`src/rtl/serial_bit_streamer_pkg.sv`:
```
// Shared constants for the serial streamer and the downstream "101" sequence detector.
// Both blocks import this so their state encodings stay in one place.
package serial_bit_streamer_pkg;

    localparam int STREAM_WIDTH_DEF = 8;

    typedef enum logic {
        ST_IDLE  = 1'b0,
        ST_SHIFT = 1'b1
    } stream_state_e;

    // Detector states: longest matched prefix of "101"; DET_S101 marks a hit.
    typedef enum logic [1:0] {
        DET_S0   = 2'd0,
        DET_S1   = 2'd1,
        DET_S10  = 2'd2,
        DET_S101 = 2'd3
    } det_state_e;

endpackage

```
`src/rtl/serial_bit_streamer.sv`:
```
// Parallel-to-serial streamer: accepts a WIDTH-bit word and emits it one bit per
// shift_en strobe, reloading on the last bit so consecutive words stream gap-free.
module serial_bit_streamer
    import serial_bit_streamer_pkg::*;
#(
    parameter int WIDTH     = STREAM_WIDTH_DEF,
    parameter bit MSB_FIRST = 1'b1
) (
    input  logic             clk_i,
    input  logic             rst_ni,
    input  logic             load_valid_i,
    input  logic [WIDTH-1:0] load_data_i,
    output logic             load_ready_o,
    input  logic             shift_en_i,
    output logic             sequence_out_o,
    output logic             bit_valid_o,
    output logic             frame_done_o
);

    localparam int CNT_W = $clog2(WIDTH + 1);
    typedef logic [CNT_W-1:0] cnt_t;
    localparam cnt_t CNT_FULL = cnt_t'(WIDTH);
    localparam cnt_t CNT_ONE  = cnt_t'(1);

    stream_state_e    state_q, state_d;
    logic [WIDTH-1:0] sr_q, sr_d;
    cnt_t             cnt_q, cnt_d;

    logic consume;
    logic last_bit;
    logic xfer;
    logic head;

    always_ff @(posedge clk_i) begin
        if (!rst_ni) begin
            state_q <= ST_IDLE;
            sr_q    <= '0;
            cnt_q   <= '0;
        end else begin
            state_q <= state_d;
            sr_q    <= sr_d;
            cnt_q   <= cnt_d;
        end
    end

    always_comb begin
        head     = MSB_FIRST ? sr_q[WIDTH-1] : sr_q[0];
        consume  = (state_q == ST_SHIFT) && shift_en_i;
        last_bit = consume && (cnt_q == CNT_ONE);

        // Ready on the last bit lets the next word land without an idle cycle.
        load_ready_o   = (state_q == ST_IDLE) || last_bit;
        xfer           = load_valid_i && load_ready_o;
        sequence_out_o = (state_q == ST_SHIFT) ? head : 1'b0;
        bit_valid_o    = consume;
        frame_done_o   = last_bit;

        state_d = state_q;
        sr_d    = sr_q;
        cnt_d   = cnt_q;

        if (consume) begin
            sr_d  = MSB_FIRST ? {sr_q[WIDTH-2:0], 1'b0} : {1'b0, sr_q[WIDTH-1:1]};
            cnt_d = cnt_q - CNT_ONE;
            if (last_bit) state_d = ST_IDLE;
        end

        // A capture wins over the shift result of the same cycle.
        if (xfer) begin
            sr_d    = load_data_i;
            cnt_d   = CNT_FULL;
            state_d = ST_SHIFT;
        end
    end

endmodule

```
`config.mk`:
```
export PLATFORM = sky130hd
export DESIGN_NAME = serial_bit_streamer
export DESIGN_NICKNAME = d
export VERILOG_FILES = /design/src/rtl/serial_bit_streamer_pkg.sv /design/src/rtl/serial_bit_streamer.sv
export SDC_FILE = /design/constraint.sdc
export NUM_CORES = 1
export LEC_CHECK = 0
export ABC_AREA = 1
export ABC_CLOCK_PERIOD_IN_PS = 1300
export BUFFER_PORTS_ARGS = -buffer_cell sky130_fd_sc_hd__buf_4
export CAP_MARGIN = 20
export CORE_MARGIN = 2
export CORE_UTILIZATION = 40
export DETAILED_ROUTE_END_ITERATION = 10
export GPL_TIMING_DRIVEN = 0
export SLEW_MARGIN = 20
export SYNTH_ARGS = -nofsm -noshare
export SYNTH_HDL_FRONTEND = slang
export SYNTH_SLANG_ARGS = --single-unit
```
`constraint.sdc`:
```
create_clock -name clk_i -period 1.3 [get_ports clk_i]
set_input_delay 0.325 -clock clk_i [delete_from_list [all_inputs] [get_ports clk_i]]
set_output_delay 0.325 -clock clk_i [all_outputs]
set_load 0.05 [all_outputs]
```
==> impl_summary.md <==
Timing
The count of final setup violators is 12. The clock arrives with 0.00650 ns of skew. The clock period minus worst slack is 1.61 ns. Of the available clock period, the critical path in the final layout requires 124%. Setup repair after global routing could not meet its margin everywhere. The number of hold violations in the final report is 0.

The post-layout worst setup margin is -0.310 ns. At the pin with the least slew margin, the transition time is 0.456 ns. The count of final max-slew check failures is 0. Derived from the worst setup path, the maximum achievable clock frequency is 621 MHz. Final hold analysis gives a worst-case slack of 0.306 ns. In this run the tightest slew margin relative to its limit is 69.6%.

Synthesis
Summing the areas of all xor and xnor instances in the mapped netlist gives 1.19% of the synthesized area. The synthesized design contains 13 register bits. The synthesized netlist devotes 35.4% of its cell area to simple gates. After synthesis, the mean cell area works out to 6.75 µm². The portion of synthesized area spent on multiplexers is 0%. After synthesis the cells add up to 736 µm². Yosys printed 0 warnings. The synthesized netlist devotes 3.40% of its cell area to adder and majority cells. The portion of the post-synthesis area used by sequential elements is 35.4%. The number of standard cells after synthesis is 109. The synthesized netlist net count is 123. The number of distinct library cells after synthesis is 17.

By area, the combinational part of the netlist is dominated by simple AND/OR/NAND/NOR gates. The complex-gate fraction of the synthesized area is 9.18%.

Route
Before antenna repair, the detailed router went through 4 iterations. The routed layout has 745 vias. The detailed router finished its first iteration with 22 violations. Using the TritonRoute via totals, the vias-per-cell ratio works out to 4.69. In the final routed layout, each cell accounts on average for 11.2 µm. Summed over all layers, the routed wires come to 1790 µm. The DRC violations left is 0. The remaining number of nets flagged by the antenna check after routing is 0.

Floorplan
16 I/O pins were placed. The die area is 2200 µm². The area inside the core boundary is 1730 µm². The horizontal extent of the die is 46.9 µm. For this configuration, the core starts out at a cell density of 42.6%. Row generation in the floorplan step produced 15 rows. The die is 46.9 µm tall.

Final layout
The post-layout net count is 149. The antenna cell count is 0. Once layout is complete, the cells apart from fillers number 159. The combined flip-flop and latch cell area is 267 µm².

Of the cells placed in the final design, the portion with a size suffix greater than 1 is 35.1%. Summing all multi-input logic gate instances after layout gives 413 µm². After filler insertion, the fill cell instance count of the layout stands at 182. The layout overhead on the synthesized area is 42.3%.

Pwr
The clock network burns 27.3% of the power. Internal power comes to 653 µW. The leakage dissipation is 0.000519 µW. Of the total power, combinational logic draws 25.4%. Registers are responsible for 47.3% of the overall power.

Total power for the finished layout comes to 939 µW. In this run the power spent charging and discharging nets is 286 µW. The worst IR drop on VDD is 0.512 mV. For this design the ratio of total power to cell area is 897 nW/µm². The switching share of power is 30.5%.

GRT
The sum of overflow across all layers after global routing is 0. The number of antenna violations at the first check in global routing is 0. The via count of the first global-routing pass was 632. The total track usage is 19.0%. The pin count of the biggest net entering global routing is 11. The wire length of the first global-routing pass is 2930 µm.

Setup path
The worst setup path is launched from a flip-flop. The startpoint-to-endpoint class of the critical path is flip-flop to output pin. STA classifies the critical path endpoint as an output pin. The signal on the critical path passes through inv_2 -> ha_4 -> inv_2 -> nor2_2 -> nand2_2 -> nand2_2 -> buf_6 -> buf_8.

Data on the critical path arrives at its endpoint at 1.29 ns. The cell with the biggest individual delay on the critical path is sky130_fd_sc_hd__dfxtp_2. The worst stage delay on the critical path is 0.33 ns. Data on the critical path is required at its endpoint by 0.98 ns. The worst-path maximum fanout is 2.

Worst hold path
The min-delay analysis places its worst path in the category input port to flip-flop.

Placed design
The number of placed instances, taps included is 148. The weighted congestion reported at the end of routability-driven placement is 0.804. The estimated wirelength of the detail-placed design is 1140 µm. The count of buffers inserted at the top-level ports is 14.

Run
Across the run, the number of max-cap violations was 0.

Outcome
The run finished, with violations left. The final reports fail on negative setup slack.

Clock tree
Counting along the longest clock path gives a buffer depth of 2. CTS built an H-tree with a depth of 1. TritonCTS built the clock tree. Buffers inserted during clock tree synthesis total 3. The tree is rooted in a sky130_fd_sc_hd__clkbuf_4. The clock insertion delay at the later pin of the skew report is 0.28 ns.

The clock net in this run drives a total of 13 sinks. The clock slew seen by the registers of the worst setup and hold paths is 0.09 ns.
cell usage after synthesis (all sizes together):
master / number / share of area, %
ha: 2 / 3.4
a21oi: 6 / 4.1
buf: 4 / 4.8
xor2: 1 / 1.2
clkbuf: 1 / 0.51
or2: 1 / 0.85
nand2: 28 / 16
nor2: 11 / 6.6
nand3: 17 / 12
o211ai: 5 / 5.1
inv: 20 / 10
dfxtp: 13 / 35
area by class of cell:
type,count,share of cell area (%)
repair buffers,22,19.0
multi-input cells,71,39.4
clock buffers,4,2.51
inverters,20,7.65
plain buffers,4,2.99
flip-flops and latches,13,25.4
well taps,25,2.99
power by group through the flow:
stage / registers [µW] / clock network [µW] / logic, µW
floorplan: 444 / 0 / 133
global placement: 447 / 0 / 189
detailed placement: 447 / 0 / 191
CTS: 440 / 252 / 236
global route: 448 / 279 / 263
finish: 444 / 256 / 238
sequential cells by signal (all words and copies together) (netlist names):
register and flops:
cnt_q 4, state_q 1, sr_q 8
path summary, 6_finish.rpt:
kind                               start      endpoint  slack [ns]  cells past startpoint
worst max-delay path            cnt_q[1]  load_ready_o       -0.31                      8
worst min-delay path              rst_ni       sr_q[1]        0.31                      3
worst max register to register  cnt_q[1]       sr_q[3]       -0.09                     12
worst min register to register  cnt_q[1]      cnt_q[1]        0.48                      2
metrics by stage:
step	worst slack [ns]	TNS (ns)	util [%]	cell area, µm²
after floorplan	-0.0314	-0.0314	-	739
after global placement	-0.176	-0.574	50.7	876
after detailed placement	-0.185	-0.609	50.7	876
after CTS	-0.327	-1.34	59.4	1030
after global routing	-0.373	-2.26	60.7	1050
final	-0.310	-1.11	60.7	1050
routing by layer:
metal / GRT usage (%) / up-vias / wire, µm
met1: 28.6 / 333 / 882
met4: 5.00 / 0 / 21
met5: 0 / - / 0
met3: 3.46 / 4 / 68
met2: 27.9 / 18 / 816
li1: - / 390 / -
worst max-delay path, delay by kind of cell (launching register included):
| family | cells | cell delay [ns] |
|---|---|---|
| flip-flops | 1 | 0.33 |
| buffers and inverters | 4 | 0.33 |
| AND/OR/NAND/NOR | 3 | 0.22 |
| adder cells (fa/ha/maj) | 1 | 0.12 |
what timing repair did:
action                     in CTS  in global routing
resized for setup              26                  5
setup buffers                   5                  2
setup endpoints to repair      16                 16
pin swaps                       3                  5
hold buffers                    0                  0
cloned                          1                  0
cells by family (layout without fill, tap and decap cells):
kind of cell,count (synthesis),in the layout
AO/OA/AOI/OAI,11,11
AND/OR/NAND/NOR,57,57
buffers and inverters,25,50
flip-flops,13,13
XOR/XNOR,1,1
adder cells (fa/ha/maj),2,2
cell usage in the layout, fill, tap and decap left out:
| cell type | n |
|---|---|
| sky130_fd_sc_hd__nand2_1 | 22 |
| sky130_fd_sc_hd__nand3_1 | 17 |
| sky130_fd_sc_hd__inv_1 | 16 |
| sky130_fd_sc_hd__buf_4 | 16 |
| sky130_fd_sc_hd__dfxtp_1 | 10 |
| sky130_fd_sc_hd__nor2_1 | 9 |
| sky130_fd_sc_hd__buf_6 | 5 |
| sky130_fd_sc_hd__o211ai_1 | 5 |
| sky130_fd_sc_hd__a21oi_1 | 4 |
| sky130_fd_sc_hd__inv_2 | 3 |
| sky130_fd_sc_hd__nand2_4 | 3 |
| sky130_fd_sc_hd__clkbuf_4 | 3 |
| sky130_fd_sc_hd__buf_8 | 3 |
| sky130_fd_sc_hd__nand2_2 | 2 |
| sky130_fd_sc_hd__clkbuf_1 | 2 |
| sky130_fd_sc_hd__a21oi_2 | 2 |
| sky130_fd_sc_hd__dfxtp_2 | 2 |
| sky130_fd_sc_hd__nand2_8 | 1 |
| sky130_fd_sc_hd__inv_6 | 1 |
| sky130_fd_sc_hd__nor2_4 | 1 |
| sky130_fd_sc_hd__nor2_2 | 1 |
| sky130_fd_sc_hd__buf_2 | 1 |
| sky130_fd_sc_hd__or2_2 | 1 |
| sky130_fd_sc_hd__xor2_1 | 1 |
| sky130_fd_sc_hd__ha_1 | 1 |
| sky130_fd_sc_hd__ha_4 | 1 |
| sky130_fd_sc_hd__dfxtp_4 | 1 |
Note: power is estimated with default switching activity, not from simulation.
